**config.mk**
```make
export PLATFORM = sky130hd
export DESIGN_NAME = multicycle_control
export DESIGN_NICKNAME = d
export VERILOG_FILES = /design/src/rtl/cpu_ctrl_pkg.sv /design/src/rtl/mem_wait_timer.sv /design/src/rtl/multicycle_control.sv
export SDC_FILE = /design/constraint.sdc
export NUM_CORES = 1
export LEC_CHECK = 0
export ABC_CLOCK_PERIOD_IN_PS = 1800
export BUFFER_PORTS_ARGS = -buffer_cell sky130_fd_sc_hd__buf_2
export CORE_MARGIN = 1
export CORE_UTILIZATION = 53
export CTS_BUF_LIST = sky130_fd_sc_hd__clkbuf_16
export CTS_CLUSTER_DIAMETER = 80
export DETAILED_ROUTE_END_ITERATION = 12
export PLACE_DENSITY = 0.79
export SLEW_MARGIN = 40
export SYNTH_ARGS = -nofsm -noshare
export SYNTH_HDL_FRONTEND = slang
export SYNTH_SLANG_ARGS = --single-unit
```
**constraint.sdc**
```tcl
create_clock -name clk -period 1.8 [get_ports clk]
set_input_delay 0 -clock clk [delete_from_list [all_inputs] [get_ports clk]]
set_output_delay 0 -clock clk [all_outputs]
set_load 0.03 [all_outputs]
```
**src/rtl/cpu_ctrl_pkg.sv**
```systemverilog
// Shared encodings for the multi-cycle RV32I main controller.
package cpu_ctrl_pkg;

  // Controller states; codes 10-15 are unused and recover to S_FAULT.
  typedef enum logic [3:0] {
    S_FETCH    = 4'd0,
    S_DECODE   = 4'd1,
    S_MEM_ADDR = 4'd2,
    S_MEM_RD   = 4'd3,
    S_MEM_WB   = 4'd4,
    S_MEM_WR   = 4'd5,
    S_EXEC     = 4'd6,
    S_ALU_WB   = 4'd7,
    S_BRANCH   = 4'd8,
    S_FAULT    = 4'd9
  } state_t;

  // Supported RV32I major opcodes.
  localparam logic [6:0] OP_R    = 7'b0110011;
  localparam logic [6:0] OP_LW   = 7'b0000011;
  localparam logic [6:0] OP_SW   = 7'b0100011;
  localparam logic [6:0] OP_BEQ  = 7'b1100011;
  localparam logic [6:0] OP_IALU = 7'b0010011;

  // ALUOp encodings seen by the ALU control decoder.
  localparam logic [1:0] ALUOP_ADD   = 2'b00;
  localparam logic [1:0] ALUOP_SUB   = 2'b01;
  localparam logic [1:0] ALUOP_FUNCT = 2'b10;

endpackage

```
**src/rtl/mem_wait_timer.sv**
```systemverilog
// Counts consecutive memory wait cycles within one state and flags the limit.
module mem_wait_timer #(
  parameter int MEM_TIMEOUT = 15,
  parameter int TMO_W       = 4
) (
  input  logic clk,
  input  logic reset,
  input  logic waiting,
  input  logic clear,
  output logic expired
);

  logic [TMO_W-1:0] cnt;

  // Clear wins over counting so every state starts its wait budget at zero.
  always_ff @(posedge clk) begin
    if (reset || clear) begin
      cnt <= '0;
    end else if (waiting) begin
      cnt <= cnt + 1'b1;
    end
  end

  // A limit of zero disables the timeout entirely.
  assign expired = (MEM_TIMEOUT != 0) && (cnt == TMO_W'(MEM_TIMEOUT));

endmodule

```
**src/rtl/multicycle_control.sv**
```systemverilog
// Multi-cycle RV32I main controller: sequences FETCH..WRITEBACK and drives
// datapath controls. Memory handshake: a request is outstanding while mem_req
// is high; the cycle with mem_req && mem_ready completes it, and the FSM
// leaves the handshake state on exactly that cycle.
module multicycle_control
  import cpu_ctrl_pkg::*;
#(
  parameter int OPC_W       = 7,
  parameter int MEM_TIMEOUT = 15,
  parameter int TMO_W       = 4,
  parameter int CNT_W       = 16
) (
  input  logic             clk,
  input  logic             reset,
  input  logic [OPC_W-1:0] opcode,
  input  logic             mem_ready,
  output logic             pc_write,
  output logic             ir_write,
  output logic             mem_req,
  output logic             MemRead,
  output logic             MemWrite,
  output logic             ALUSrc,
  output logic             MemToReg,
  output logic             RegWrite,
  output logic             Branch,
  output logic [1:0]       ALUOp,
  output logic [3:0]       state_o,
  output logic             illegal,
  output logic             timeout,
  output logic             instr_done,
  output logic [CNT_W-1:0] retired
);

  state_t           state, state_nx;
  logic [OPC_W-1:0] opc_q;
  logic             set_illegal, set_timeout;
  logic             waiting, expired, clear;

  // Wait cycles are only counted while a request is outstanding and unanswered.
  assign waiting = mem_req && !mem_ready;
  assign clear   = (state_nx != state);

  mem_wait_timer #(
    .MEM_TIMEOUT (MEM_TIMEOUT),
    .TMO_W       (TMO_W)
  ) u_timer (
    .clk     (clk),
    .reset   (reset),
    .waiting (waiting),
    .clear   (clear),
    .expired (expired)
  );

  // Next-state and Moore outputs; mem_ready only gates the completion pulses.
  always_comb begin
    state_nx    = state;
    pc_write    = 1'b0;
    ir_write    = 1'b0;
    mem_req     = 1'b0;
    MemRead     = 1'b0;
    MemWrite    = 1'b0;
    ALUSrc      = 1'b0;
    MemToReg    = 1'b0;
    RegWrite    = 1'b0;
    Branch      = 1'b0;
    ALUOp       = ALUOP_ADD;
    instr_done  = 1'b0;
    set_illegal = 1'b0;
    set_timeout = 1'b0;
    case (state)
      S_FETCH: begin
        mem_req = 1'b1;
        MemRead = 1'b1;
        if (mem_ready) begin
          pc_write = 1'b1;
          ir_write = 1'b1;
          state_nx = S_DECODE;
        end else if (expired) begin
          set_timeout = 1'b1;
          state_nx    = S_FAULT;
        end
      end
      S_DECODE: begin
        if (opcode == OP_LW || opcode == OP_SW) begin
          state_nx = S_MEM_ADDR;
        end else if (opcode == OP_R || opcode == OP_IALU) begin
          state_nx = S_EXEC;
        end else if (opcode == OP_BEQ) begin
          state_nx = S_BRANCH;
        end else begin
          set_illegal = 1'b1;
          state_nx    = S_FAULT;
        end
      end
      S_MEM_ADDR: begin
        ALUSrc   = 1'b1;
        state_nx = (opc_q == OP_LW) ? S_MEM_RD : S_MEM_WR;
      end
      S_MEM_RD: begin
        mem_req = 1'b1;
        MemRead = 1'b1;
        ALUSrc  = 1'b1;
        if (mem_ready) begin
          state_nx = S_MEM_WB;
        end else if (expired) begin
          set_timeout = 1'b1;
          state_nx    = S_FAULT;
        end
      end
      S_MEM_WB: begin
        RegWrite   = 1'b1;
        MemToReg   = 1'b1;
        instr_done = 1'b1;
        state_nx   = S_FETCH;
      end
      S_MEM_WR: begin
        mem_req  = 1'b1;
        MemWrite = 1'b1;
        ALUSrc   = 1'b1;
        if (mem_ready) begin
          instr_done = 1'b1;
          state_nx   = S_FETCH;
        end else if (expired) begin
          set_timeout = 1'b1;
          state_nx    = S_FAULT;
        end
      end
      S_EXEC: begin
        ALUOp    = ALUOP_FUNCT;
        ALUSrc   = (opc_q == OP_IALU);
        state_nx = S_ALU_WB;
      end
      S_ALU_WB: begin
        RegWrite   = 1'b1;
        ALUOp      = ALUOP_FUNCT;
        ALUSrc     = (opc_q == OP_IALU);
        instr_done = 1'b1;
        state_nx   = S_FETCH;
      end
      S_BRANCH: begin
        Branch     = 1'b1;
        ALUOp      = ALUOP_SUB;
        instr_done = 1'b1;
        state_nx   = S_FETCH;
      end
      default: begin
        state_nx = S_FAULT;
      end
    endcase
  end

  // State, latched opcode, sticky fault flags and retire counter.
  always_ff @(posedge clk) begin
    if (reset) begin
      state   <= S_FETCH;
      opc_q   <= '0;
      illegal <= 1'b0;
      timeout <= 1'b0;
      retired <= '0;
    end else begin
      state <= state_nx;
      if (state == S_DECODE) opc_q <= opcode;
      if (set_illegal) illegal <= 1'b1;
      if (set_timeout) timeout <= 1'b1;
      if (instr_done) retired <= retired + 1'b1;
    end
  end

  assign state_o = state;

endmodule

```
* Word-level counts from Yosys, hierarchy flattened
Index checks and enable logic that the tools add are counted.
** Word-level totals
- Logic and storage cells :: 64
- Bits in registers :: 33
- Bits of input ports :: 10
- Output and inout port bits :: 34
** Cells by class
- Add/sub/neg operators :: 2
- Eq/ne operators :: 17
- Multiplexer cells :: 27
- Reduce and logical (&&, ||, !) cells :: 12
** Operators with widths (count)
- case mux 4 bit (7 select lines) :: 1
- two-way mux 4 bit :: 6
- adder 16 x 1 -> 16 bit, second input constant :: 1
- equality test 4 x 3 -> 1 bit, second input constant :: 4
- two-way mux 1 bit :: 16
- equality test 7 x 2 -> 1 bit, second input constant :: 2
- equality test 7 x 5 -> 1 bit, second input constant :: 2
- equality test 7 x 6 -> 1 bit, second input constant :: 2
- OR reduction 3 bit :: 3
- equality test 4 x 2 -> 1 bit, second input constant :: 2
- equality test 4 bit, second input constant :: 2
- equality test 7 bit, second input constant :: 1
- OR reduction 2 bit :: 3
- adder 4 x 1 -> 4 bit, second input constant :: 1
- equality test 4 x 1 -> 1 bit, second input constant :: 1
- logical NOT 4 bit :: 1
- inequality test 4 bit :: 1
- case mux 1 bit (2 select lines) :: 2
- case mux 2 bit (2 select lines) :: 1
- logical OR 1 bit :: 3
- two-way mux 3 bit :: 1
- logical AND 1 bit :: 1
- logical NOT 1 bit :: 1

* Depth between registers and ports, before layout
- Depth in word-level cells :: 7
- Gate-level depth with buffers :: 7
- Mapped depth without buffers :: 6

* Modules after synthesis
Synthesis repeated with hierarchy kept, for this count alone.
** Second synthesis, totals
- Cell total of the unflattened synthesis :: 227
- Area total of the unflattened synthesis :: 1849.3 um^2
** Modules (own cells, without submodules)
- multicycle_control :: area an instance 1655.3 um^2, cells each 209, times used 1, seq. area each 580.6 um^2
- mem_wait_timer :: area an instance 193.9 um^2, cells each 18, times used 1, seq. area each 80.1 um^2

* Worst setup path before layout
Ideal clock, no wire load.
- Path kind :: reg-to-reg
- Start :: register state[2] (netlist: state_o[2])
- End :: register u_timer.cnt[0]
- Cell stages (with the launch flop) :: 7
- Setup slack :: -0.716 ns
- Path buffers :: 1
- Period minus slack after synthesis :: 2.516 ns
- Data required time :: 1.736 ns
- Data arrival time :: 2.451 ns
- Cell sequence :: dfxtp_1 buf_4 nor4bb_1 o21ai_0 o21ai_0 nand4bb_4 nor2_1
** Between the ends
- Word-level cells in the longest chain between the ends :: 5
- Elaborated cells between the ends (all ways) :: 20
- Classes of those cells :: eq/ne (9); mux (6); reduce/logical (5)
** Ends and longest elaborated chain
- start: declaration :: line multicycle_control.sv:34 : state_t state, state_nx;
- start signal: assignment :: line multicycle_control.sv:161 : state <= state_nx;
- equality test 4 bit (tied with other cells) :: line multicycle_control.sv:70 : case (state)
- OR reduction 3 bit (no source line) (tied with other cells)
- case mux 4 bit (7 select lines) :: line multicycle_control.sv:70
- inequality test 4 bit :: line multicycle_control.sv:41 : assign clear = (state_nx != state);
- logical OR 1 bit :: line mem_wait_timer.sv:17 : if (reset || clear) begin
- end signal: assignment :: line mem_wait_timer.sv:20 : cnt <= cnt + 1'b1;
- end: declaration :: line mem_wait_timer.sv:13 : logic [TMO_W-1:0] cnt;
Several ways; a longest one is shown, not always the timed one.
A chain may end at the register's enable or synchronous reset.

* Worst setup path after layout
- Start :: register state[0] (netlist: state_o[0])
- End :: output port instr_done
** Between the ends
- Word-level cells in the longest chain between the ends :: 3
- Elaborated cells between the ends (all ways) :: 6
- Classes of those cells :: eq/ne (4); mux (1); reduce/logical (1)
** Ends and longest elaborated chain
- equality test 4 bit / equality test 4 x 3 -> 1 bit (equally long branches) :: line multicycle_control.sv:70
- OR reduction 3 bit (no source line)
- case mux 1 bit (2 select lines) (*) :: line multicycle_control.sv:70
- end: declaration :: line multicycle_control.sv:30 : output logic instr_done,
Mark *: on every way between the ends. The rest lies on a longest branch, timed or not.

==> results.sh <==
export IMPL_outcome="complete, no violations"
export IMPL_dpl_cell_count=299
export IMPL_hold_viol=0
export IMPL_port_buffers=43
export IMPL_grt_pass1_vias=1550
export IMPL_max_stage_delay_ns=0.35
export IMPL_fin_crit_sh_pct=95.8
export IMPL_synth_nets=232
export IMPL_hold_worst_slack_ns=0.190
export IMPL_final_cell_mix="buf_2, dfxtp_1, nor2_1, nand2_1, xor2_1"
export IMPL_vias=1694
export IMPL_hold_end="retired[9]"
export IMPL_wire_per_inst_um=13.5
export IMPL_critPathBufInv=2
export IMPL_reg2reg_to="u_timer.cnt[1]"
export IMPL_layout_nets=279
export IMPL_p_sw_share_pct=27.5
export IMPL_worst_path_max_fanout=16
export IMPL_grt_total_usage_pct=25.0
export IMPL_root_buffer="clkbuf_16"
export IMPL_p_comb_share_pct=17.5
export IMPL_postRouteAntennaNets=0
export IMPL_ir_drop_uv=530
export IMPL_rows=21
export IMPL_min_path_cells=2
export IMPL_hold_start="reset"
export IMPL_yosysSeqAreaShare_pct=35.8
export IMPL_final_common_cell="buf_2"
export IMPL_ys_seq_elements=33
export IMPL_num_io_pins=44
export IMPL_power_density_nw_per_um2=821
export IMPL_path_cells="or2_1 -> nor3b_4 -> buf_4 -> or2_2 -> buf_2"
export IMPL_layoutNonFillerInstCount=314
export IMPL_crit_path_start_kind="register"
export IMPL_rsz0062_at_grt="false"
export IMPL_worst_path_max_delay_cell="dfxtp_1"
export IMPL_path_class="register to output pin"
export IMPL_avgSynthCellArea_um2=8.38
export IMPL_max_slew_margin_pct=63.8
export IMPL_syn_to_final_growth_pct=26.1
export IMPL_core_area_um2=3340
export IMPL_routed_wl_um=4230
export IMPL_cts_max_level=2
export IMPL_cts_tree="done"
export IMPL_fin_setup_tns_ns=0
export IMPL_clk_transition_reported_paths_ns=0.05
export IMPL_worst_pin_slew_ns=0.543
export IMPL_crit_family="simple AND/OR/NAND/NOR gates"
export IMPL_cts_setup_buffers=0
export IMPL_drv_cap=0
export IMPL_drc=0
export IMPL_initialDrtViolationCount=57
export IMPL_start_util_pct=55.3
export IMPL_grt_ovfl_total=0
export IMPL_min_period_ns=1.72
export IMPL_firstDrtPassIters=5
export IMPL_clk_latency_ns=0.28
export IMPL_post_dp_hpwl_um=2890
export IMPL_die_x_um=61.0
export IMPL_max_freq_mhz=580
export IMPL_gp_congestion=0.836
export IMPL_grt_antenna_before_repair=0
export IMPL_power_frac_seq_pct=40.9
export IMPL_yosys_warnings=0
export IMPL_critical_path_arrival_ns=1.72
export IMPL_required_ns=1.80
export IMPL_dpl_cell_area_um2=2110
export IMPL_finalSetupViolations=0
export IMPL_p_int_uw=1380
export IMPL_die_h_um=61.0
export IMPL_r2r_slack_ns=0.11
export IMPL_grt_pass1_wl_um=6690
export IMPL_netlist_area_um2=1840
export IMPL_p_clk_share_pct=41.6
export IMPL_grt_max_degree=31
export IMPL_leakage_uw=0.000971
export IMPL_cts_buffers=5
export IMPL_die_area_um2=3720
export IMPL_maxSlewViolCount=0
export IMPL_viasPerCell=5.39
export IMPL_reg2reg_depth=5
export IMPL_fin_skew_ns=0.00248
export IMPL_clock_sinks=33
export IMPL_p_switching_uw=524
export IMPL_reg2reg_from="state_o[0]"
export IMPL_cts_buffer_depth=2
export IMPL_antenna_cells=0
export IMPL_layout_drive_gt1_share_pct=26.1
export IMPL_finish_utilization_pct=69.7
export IMPL_synth_cell_type_count=51
export IMPL_end_kind="output pin"
export IMPL_min_delay_path_class="input pin to register"
export IMPL_synth_cells=220
export IMPL_stdcell_area_um2=2320
==> worst reg2reg max path: stages, from the launching register on <==
cell and delay (ns):
dfxtp_1 0.35, or3_4 0.42, o32ai_4 0.37, o21ai_2 0.10
nand4bb_4 0.25, nor2_1 0.13
==> registers in the layout, summed over array words and instances, names as in the netlist <==
name	cells
illegal	1
u_timer.cnt	4
state_o	4
opc_q	7
retired	16
timeout	1
==> timing repair <==
| action | 4_1_cts | 5_1_grt |
|---|---|---|
| hold buffers | 6 | 1 |
| resized for setup | 0 | 3 |
| endpoints found under the hold margin | 6 | 1 |
| setup endpoints to repair | 0 | 3 |
==> final cells by class <==
type	count	area, µm²
Fill cell	275	1010
Multi-Input combinational cell	165	1110
Tap cell	46	57.6
Timing Repair Buffer	58	345
Clock inverter	3	12.5
Sequential cell	33	662
Inverter	4	15.0
Clock buffer	5	125
==> metrics by stage <==
step	setup slack, ns	total power [µW]
after detailed placement	0.120	1110
after global placement	0.191	1110
after CTS	0.0617	1920
final	0.0751	1910
after global routing	0.00321	2000
after floorplan	-0.0220	1040
==> power by group through the flow <==
stage,registers (µW),clock network (µW),logic [µW]
after floorplan,809,0,231
after global placement,792,0,315
after detailed placement,795,0,318
after CTS,780,809,330
after global routing,783,849,367
final,780,794,334
==> routing by layer <==
layer	GRT usage, %	up-vias	share of wire, %
li1	-	864	-
met5	0	-	0
met4	11.4	0	0.85
met1	30.0	768	44
met2	40.5	58	49
met3	8.74	4	5.6
==> cell usage after synthesis (all sizes together) <==
cell | count | area (µm²)
nand4b | 1 | 8.76
a22o | 1 | 8.76
or3b | 1 | 8.76
a32oi | 1 | 8.76
o2111ai | 4 | 35.0
o211ai | 7 | 52.6
a21o | 1 | 7.51
a21oi | 13 | 68.8
o41ai | 1 | 8.76
nor4 | 1 | 6.26
o2111a | 1 | 11.3
nand4bb | 3 | 50.1
nand4 | 3 | 18.8
or4 | 1 | 7.51
o21ai | 12 | 63.8
nor2 | 30 | 113
nor4bb | 1 | 10.0
xor2 | 15 | 131
and4 | 1 | 8.76
nor3 | 5 | 25.0
a22oi | 1 | 7.51
dfxtp | 33 | 661
xnor2 | 5 | 43.8
o32ai | 1 | 27.5
nor3b | 3 | 33.8
o21bai | 1 | 7.51
nor2b | 5 | 31.3
and2 | 5 | 31.3
nand2 | 18 | 67.6
o221ai | 1 | 8.76
mux2i | 2 | 20.0
a31oi | 3 | 18.8
or2 | 3 | 18.8
and3 | 3 | 18.8
ha | 2 | 25.0
buf | 8 | 56.3
nand2b | 4 | 25.0
clkbuf | 10 | 38.8
or3 | 1 | 11.3
nand3 | 3 | 15.0
a221oi | 1 | 8.76
inv | 4 | 15.0
==> worst max-delay path by stage <==
stage	from	to	slack [ns]	depth (start not counted)
after global routing	state_o[0]	u_timer.cnt[1]	0.003	5
after floorplan	state_o[3]	ALUOp[0]	-0.02	3
final	state_o[0]	instr_done	0.08	5
after global placement	state_o[2]	state_o[0]	0.19	7
after CTS	state_o[0]	instr_done	0.06	5
after detailed placement	state_o[0]	u_timer.cnt[1]	0.12	5
==> cell families after synthesis <==
family	Yosys count	share of synthesized area [%]
xor+xnor	20	9.50
flops	33	35.8
simple gates	92	27.6
compound gates	49	18.7
fa+ha+maj	2	1.36
buf+inv	22	5.97
mux	2	1.09
Power figures use the tool's default switching activity.
